$ cat config.mk
export PLATFORM = sky130hd
export DESIGN_NAME = vga_scroll_scheduler
export DESIGN_NICKNAME = d
export VERILOG_FILES = /design/src/rtl/guitar_vga_pkg.sv /design/src/rtl/rr_arbiter_16.sv /design/src/rtl/vga_scroll_scheduler.sv
export SDC_FILE = /design/constraint.sdc
export NUM_CORES = 1
export LEC_CHECK = 0
export ABC_AREA = 1
export BUFFER_PORTS_ARGS = -buffer_cell sky130_fd_sc_hd__buf_2
export CAP_MARGIN = 20
export CORE_MARGIN = 1.5
export CORE_UTILIZATION = 50
export CTS_BUF_LIST = sky130_fd_sc_hd__clkbuf_16
export DETAILED_ROUTE_END_ITERATION = 6
export PLACE_DENSITY = 0.78
export SKIP_LAST_GASP = 1
export SLEW_MARGIN = 40
export SYNTH_ARGS = -nofsm -noshare
export SYNTH_HDL_FRONTEND = slang
export SYNTH_SLANG_ARGS = --single-unit
export TNS_END_PERCENT = 20
$ cat constraint.sdc
create_clock -name clk -period 10.28 [get_ports clk]
set_input_delay 1.028 -clock clk [delete_from_list [all_inputs] [get_ports clk]]
set_output_delay 1.028 -clock clk [all_outputs]
set_load 0.1 [all_outputs]
$ cat src/rtl/guitar_vga_pkg.sv
// Shared constants and FSM state type for the note-display scroll scheduler.
package guitar_vga_pkg;

  localparam int H_LINES_DEF = 480;
  localparam int OFFSET_W    = 10;
  localparam int LANE_W      = 4;

  typedef enum logic [1:0] {
    IDLE,
    ARB,
    OFFER
  } state_e;

endpackage : guitar_vga_pkg

$ cat src/rtl/rr_arbiter_16.sv
// Combinational round-robin pick over 16 lanes. The search starts at last+1
// and wraps from 15 to 0, so the previous winner has the lowest priority.
module rr_arbiter_16
  import guitar_vga_pkg::*;
(
  input  logic [15:0]       req,
  input  logic [LANE_W-1:0] last,
  output logic [LANE_W-1:0] grant_idx,
  output logic              any
);

  logic [LANE_W-1:0] idx;

  // NOTE: every output and temporary gets a default before the loop, so no
  // path leaves a value unassigned and no latch is inferred.
  always_comb begin
    grant_idx = '0;
    any       = 1'b0;
    idx       = '0;
    for (int i = 1; i <= 16; i++) begin
      // The 4-bit add wraps naturally; i=16 lands back on last itself.
      idx = last + LANE_W'(i);
      if (!any && req[idx]) begin
        grant_idx = idx;
        any       = 1'b1;
      end
    end
  end

endmodule : rr_arbiter_16

$ cat src/rtl/vga_scroll_scheduler.sv
// Scroll offset advance, switch capture and one-spawn-per-frame round-robin
// scheduler. Optional `SCROLL_PAUSE_EN adds a pause input that masks frame_tick.
module vga_scroll_scheduler
  import guitar_vga_pkg::*;
#(
  parameter int H_LINES = H_LINES_DEF,
  parameter int STEP    = 2,
  parameter int LANES   = 16
) (
  input  logic                clk,
  input  logic                reset,
  input  logic                frame_tick,
`ifdef SCROLL_PAUSE_EN
  input  logic                pause,
`endif
  input  logic [LANES-1:0]    switches,
  input  logic                spawn_ready,
  output logic [OFFSET_W-1:0] offset_out,
  output logic                spawn_valid,
  output logic [LANE_W-1:0]   spawn_lane,
  output logic [OFFSET_W-1:0] spawn_offset,
  output logic [LANES-1:0]    pending_out
);

  logic                tick;
  logic [LANES-1:0]    sync1_q, sync2_q, edge_q, pending_q, pending_d, rise, clr_mask;
  logic [OFFSET_W-1:0] offset_q, offset_d, spawn_offset_q, spawn_offset_d;
  logic [OFFSET_W:0]   sum;
  logic [LANE_W-1:0]   spawn_lane_q, spawn_lane_d, last_grant_q, last_grant_d, grant_idx;
  logic                grant_any, accept;
  state_e              state_q, state_d;

`ifdef SCROLL_PAUSE_EN
  assign tick = frame_tick & ~pause;
`else
  assign tick = frame_tick;
`endif

  rr_arbiter_16 u_arb (
    .req       (pending_q),
    .last      (last_grant_q),
    .grant_idx (grant_idx),
    .any       (grant_any)
  );

  assign rise        = sync2_q & ~edge_q;
  assign spawn_valid = (state_q == OFFER);
  assign accept      = spawn_valid & spawn_ready;

  // Offset advances on every tick regardless of scheduler state.
  always_comb begin
    sum      = {1'b0, offset_q} + (OFFSET_W + 1)'(STEP);
    offset_d = offset_q;
    if (tick) begin
      if (sum >= (OFFSET_W + 1)'(H_LINES)) offset_d = sum[OFFSET_W-1:0] - OFFSET_W'(H_LINES);
      else                                 offset_d = sum[OFFSET_W-1:0];
    end
  end

  // A new press on the lane being accepted wins over the clear.
  always_comb begin
    clr_mask  = accept ? (LANES'(1) << spawn_lane_q) : '0;
    pending_d = (pending_q & ~clr_mask) | rise;
  end

  always_comb begin
    state_d        = state_q;
    spawn_lane_d   = spawn_lane_q;
    spawn_offset_d = spawn_offset_q;
    last_grant_d   = last_grant_q;
    case (state_q)
      IDLE: if (tick && |pending_q) state_d = ARB;
      ARB: begin
        // offset_q already holds the value advanced by the triggering tick.
        spawn_lane_d   = grant_idx;
        spawn_offset_d = offset_q;
        state_d        = grant_any ? OFFER : IDLE;
      end
      OFFER: begin
        if (spawn_ready) begin
          last_grant_d = spawn_lane_q;
          state_d      = IDLE;
        end
      end
      default: state_d = IDLE;
    endcase
  end

  // NOTE: sequential state uses non-blocking assignments so every flop samples
  // the pre-edge values, independent of statement order.
  always_ff @(posedge clk or negedge reset) begin
    if (!reset) begin
      sync1_q        <= '0;
      sync2_q        <= '0;
      edge_q         <= '0;
      pending_q      <= '0;
      offset_q       <= '0;
      spawn_lane_q   <= '0;
      spawn_offset_q <= '0;
      last_grant_q   <= '1;
      state_q        <= IDLE;
    end else begin
      sync1_q        <= switches;
      sync2_q        <= sync1_q;
      edge_q         <= sync2_q;
      pending_q      <= pending_d;
      offset_q       <= offset_d;
      spawn_lane_q   <= spawn_lane_d;
      spawn_offset_q <= spawn_offset_d;
      last_grant_q   <= last_grant_d;
      state_q        <= state_d;
    end
  end

  assign offset_out   = offset_q;
  assign spawn_lane   = spawn_lane_q;
  assign spawn_offset = spawn_offset_q;
  assign pending_out  = pending_q;

endmodule : vga_scroll_scheduler

-- Word-level counts from Yosys, hierarchy flattened
Cells that the tools add are included.
- bits in registers: 94
- input port bits: 20
- output and inout bits: 41
- logic and storage cells: 159
- add/subtract/negate cells: 17
- magnitude comparators: 17
- eq/ne operators: 4
- shifts and indexed selects: 1
- mux-type cells: 70
- bitwise operators: 6
- reduce and logical (&&, ||, !) cells: 35
- operators with widths (operator ; count):
    $lt A4 B5 Y1 const B ; 16
    $bmux W1 S4 ; 16
    $mux W4 ; 16
    $add A4 B4 Y4 const B ; 8
    $and A16 B16 Y16 ; 2
    $mux W1 ; 32
    $not A16 Y16 ; 2
    $add A4 B3 Y4 const B ; 4
    $logic_and A1 B1 Y1 ; 16
    $mux W16 ; 1
    $or A16 B16 Y16 ; 1
    $reduce_or A16 Y1 ; 1
    $shl A1 B4 Y16 const A ; 1
    $logic_not A1 Y1 ; 15
    $add A10 B2 Y11 const B ; 1
    $ge A11 B9 Y1 const B ; 1
    $mux W10 ; 1
    $sub A10 B9 Y10 const B ; 1
    $add A4 B2 Y4 const B ; 2
    $mux W2 ; 3
    $pmux W2 S3 ; 1
    $add A4 B1 Y4 const B ; 1
    $ne A2 B2 Y1 const B ; 2
    $reduce_and A2 Y1 ; 2
    other kinds (4) ; 4

-- Depth between registers and ports, before layout
- word-level depth: 51
- mapped depth: 24
- gate-level depth less buffers: 23

-- Modules after synthesis
Synthesis repeated with hierarchy kept, for this count alone.
- cell total of the unflattened synthesis: 643
- area, all modules: 5200.0 um^2
- by module, submodules not included (module ; times used ; cells an instance ; area each (um^2) ; seq. area each (um^2)):
    vga_scroll_scheduler ; 1 ; 298 ; 3388.2 ; 2307.2
    rr_arbiter_16 ; 1 ; 345 ; 1811.7 ; 0.0

-- Least setup slack after synthesis
Ideal clock, no wire load.
- kind: register to register
- from: register last_grant_q[1]
- to: register state_q[1]
- setup time: 0.137 ns
- arrival: 3.176 ns
- required time: 10.143 ns
- slack: 6.967 ns
- stages on the path, launching flop included: 21
- buffers on the path: 2
- clock period less this slack: 3.313 ns
- cell sequence: dfstp_2 -> inv_1 -> buf_2 -> ha_1 -> inv_1 -> buf_2 -> nand3_1 -> nand3_1 -> nand2_1 -> nand2_1 -> nand2_2 -> nor2_8 -> nand4_4 -> nor2_4 -> nand3_2 -> nor3_4 -> nand4_2 -> nor2_4 -> nand2_1 -> nor2_1 -> o22ai_1
- cells in the longest elaborated chain, start to end: 51
- elaborated cells on any way between the ends: 95
- classes of those cells: 15 x add/sub; 50 x mux; 30 x reduce/logical
- RTL lines (element ; line ; source):
    from (decl) ; vga_scroll_scheduler.sv:29 ; logic [LANE_W-1:0] spawn_lane_q, spawn_lane_d, last_grant_q, last_grant_d, grant_idx;
    from (signal assigned) ; vga_scroll_scheduler.sv:110 ; last_grant_q <= last_grant_d;
    $add A4 B1 Y4 ; rr_arbiter_16.sv:22 ; idx = last + LANE_W'(i);
    $bmux W1 S4 ; rr_arbiter_16.sv:23 ; if (!any && req[idx]) begin
    $mux W1 (implied by the code) ; rr_arbiter_16.sv:23 ;
    $mux W1 ; rr_arbiter_16.sv:23 ;
    $logic_not A1 Y1 ; rr_arbiter_16.sv:23 ;
    $logic_and A1 B1 Y1 ; rr_arbiter_16.sv:23 ;
    $mux W1 ; rr_arbiter_16.sv:23 ;
    $logic_not A1 Y1 ; rr_arbiter_16.sv:23 ;
    [35 not listed] ; - ;
    $logic_not A1 Y1 ; rr_arbiter_16.sv:23 ;
    $logic_and A1 B1 Y1 ; rr_arbiter_16.sv:23 ;
    $mux W1 ; rr_arbiter_16.sv:23 ;
    $logic_not A1 Y1 ; rr_arbiter_16.sv:23 ;
    $logic_and A1 B1 Y1 ; rr_arbiter_16.sv:23 ;
    $mux W1 (*) ; rr_arbiter_16.sv:23 ;
    $mux W2 (*) ; vga_scroll_scheduler.sv:77 ; state_d = grant_any ? OFFER : IDLE;
    $pmux W2 S3 (*) ; vga_scroll_scheduler.sv:71 ; case (state_q)
    to (signal assigned) ; vga_scroll_scheduler.sv:111 ; state_q <= state_d;
    to (decl) ; vga_scroll_scheduler.sv:31 ; state_e state_q, state_d;
Mark *: on every way between the ends. The rest lies on a longest branch, timed or not. The select of a mux whose other input is x is not followed.
A chain may end at the register's enable or synchronous reset.

-- Final worst setup path
Ends and elaborated chain as after synthesis.

==> flow_metrics.env <==
export IMPL_fin_skew_ns=0.00745
export IMPL_crit_arrival_ns=4.74
export IMPL_place_hpwl_um=9330
export IMPL_worst_pin_slew_ns=0.778
export IMPL_post_route_min_period_ns=4.55
export IMPL_final_common_cell="nand2_1"
export IMPL_worstHoldPathCells=0
export IMPL_cts_setup_buffers=0
export IMPL_synth_area_leaders="dfrtp_1 (45%), nand3_1 (10%), nand2_1 (10%)"
export IMPL_synth_area_mm2=0.00487
export IMPL_wl_per_cell_um=16.0
export IMPL_clkSinkCount=92
export IMPL_cts_repair_resized=0
export IMPL_grt_pass1_wl_um=21100
export IMPL_critPathLaunchType="flop"
export IMPL_reg2regPathDepth=18
export IMPL_antenna_found_initial=0
export IMPL_ys_seq_area_frac=0.474
export IMPL_ioPinCount=61
export IMPL_die_w_um=102
export IMPL_ys_ff_latch=92
export IMPL_rows=35
export IMPL_cp_startpoint="last_grant_q[1]"
export IMPL_setup_violations_final=0
export IMPL_diodes=0
export IMPL_ant_nets=0
export IMPL_max_slew_margin=0.476
export IMPL_portBuffers=58
export IMPL_floorplan_die_height_um=102
export IMPL_nets=695
export IMPL_clkTransAtPathRegs_ns=0.07
export IMPL_start_util=0.522
export IMPL_final_core_util=0.596
export IMPL_grt_max_degree=93
export IMPL_max_cap_violations=0
export IMPL_timing_rr_start="last_grant_q[1]"
export IMPL_synth_top_area_cell="dfrtp_1"
export IMPL_grt_use_total=0.267
export IMPL_yosysWarnings=0
export IMPL_area_growth_pct=14.2
export IMPL_cts_tree="yes"
export IMPL_fillCellCount=857
export IMPL_die_area_mm2=0.0103
export IMPL_grt_pass1_vias=4256
export IMPL_routed_wl_um=12800
export IMPL_drcViolationCount=0
export IMPL_setup_worst_path_end_class="flop"
export IMPL_fmaxAchievable_mhz=220
export IMPL_worst_path_max_fanout=17
export IMPL_dr_pass1_iters=5
export IMPL_maxSlewViolCount=0
export IMPL_most_common_layout_cells="nand2_1 (131), nand3_1 (102), dfrtp_1 (88)"
export IMPL_required_ns=10.47
export IMPL_hold_class="reg2reg"
export IMPL_hold_buffers=0
export IMPL_ys_types=40
export IMPL_cts_max_level=3
export IMPL_core_mm2=0.00933
export IMPL_synth_avg_cell_area_um2=7.99
export IMPL_insertion_delay_ns=0.34
export IMPL_cts_buffers=9
export IMPL_fin_crit_sh=0.442
export IMPL_routed_via_density=5.47
export IMPL_status="finished, final reports clean"
export IMPL_fin_setup_tns_ns=0
export IMPL_num_vias=4367
export IMPL_min_from="sync1_q[14]"
export IMPL_gp_congestion=0.910
export IMPL_grt_overflow=0
export IMPL_synth_top_area_frac=0.452
export IMPL_rsz0062_at_grt="false"
export IMPL_cts_buffer_depth=2
export IMPL_ctsRootBufferMaster="clkbuf_16"
export IMPL_syn_instance_count=609
export IMPL_drive_gt1_frac=0.146
export IMPL_hold_violations=0
export IMPL_first_iter_violations=230
export IMPL_crit_type="reg2reg"
[cells in the mapped netlist (all sizes together)]
master	instances
xor2	15
clkbuf	4
xnor2	4
and2	1
a22oi	1
dfstp	4
conb	1
nand3	103
ha	11
nand2	134
o31ai	1
nand3b	1
o21ai	59
o21a	1
nand4	16
nor4	1
buf	11
or2	2
a31oi	4
dfrtp	88
nor3	6
o22ai	3
inv	75
nor2	53
a21oi	10
[through the flow]
| step | hold slack (ns) | worst slack [ns] | instances | instance area, µm² |
|---|---|---|---|---|
| 2_1_floorplan | 0.331 | 6.97 | 610 | 4870 |
| 3_3_place_gp | 0.333 | 5.88 | 782 | 5240 |
| 3_5_place_dp | 0.335 | 5.78 | 782 | 5240 |
| 4_1_cts | 0.349 | 5.77 | 798 | 5560 |
| 5_1_grt | 0.359 | 5.38 | 798 | 5560 |
| 6_report | 0.348 | 5.73 | 798 | 5560 |
[registers in the layout, summed over array words and instances, names as in the netlist]
| register | count |
|---|---|
| edge_q | 16 |
| pending_out | 16 |
| sync1_q | 16 |
| sync2_q | 16 |
| offset_out | 9 |
| spawn_offset | 9 |
| last_grant_q | 4 |
| spawn_lane | 4 |
| state_q | 2 |
[cells by family after synthesis]
logic type | synth area share
flops | 0.474
compound gates | 0.0853
other cells | 0.000770
buf+inv | 0.0766
xor+xnor | 0.0357
simple gates | 0.299
fa+ha+maj | 0.0283
[critical path, cell delays in order, from the launching register on]
cell,delay (ns)
dfstp_2,0.74
inv_1,0.37
ha_1,0.57
inv_1,0.43
nand3_1,0.18
nand3_1,0.12
nand2_1,0.08
nand2_1,0.09
nand2_2,0.11
nor2_8,0.19
nand4_4,0.14
nor2_4,0.16
nand3_2,0.11
nor3_4,0.30
nand4_2,0.22
nor2_4,0.21
nand2_1,0.09
nor2_1,0.18
o22ai_1,0.10
[layout make-up]
| class | instances | area, µm² | share of cell area |
|---|---|---|---|
| clock buffer | 9 | 225 | 0.0405 |
| timing repair buffer | 58 | 299 | 0.0538 |
| multi-input combinational | 428 | 2190 | 0.394 |
| sequential | 92 | 2310 | 0.415 |
| clock inverter | 7 | 90.1 | 0.0162 |
| tap | 129 | 161 | 0.0290 |
| inverter | 75 | 284 | 0.0511 |
[worst paths after layout]
path	end	slack, ns
worst min-delay path	sync2_q[14]	0.35
min in group asynchronous	sync1_q[0]	0.74
worst max-delay path	state_q[1]	5.73
worst max register to register	state_q[1]	5.73
worst min register to register	sync2_q[14]	0.35
max in group asynchronous	spawn_lane[3]	9.07
[per-layer routing]
metal	share of wire	up-vias	global-route usage
met5	0	-	0
met4	0.026	0	0.109
met3	0.054	25	0.0393
met2	0.50	151	0.451
met1	0.42	2086	0.346
li1	-	2105	-
Power is not shown: default switching activity piles up to over one toggle a cycle in this logic, so the estimate is an artifact.
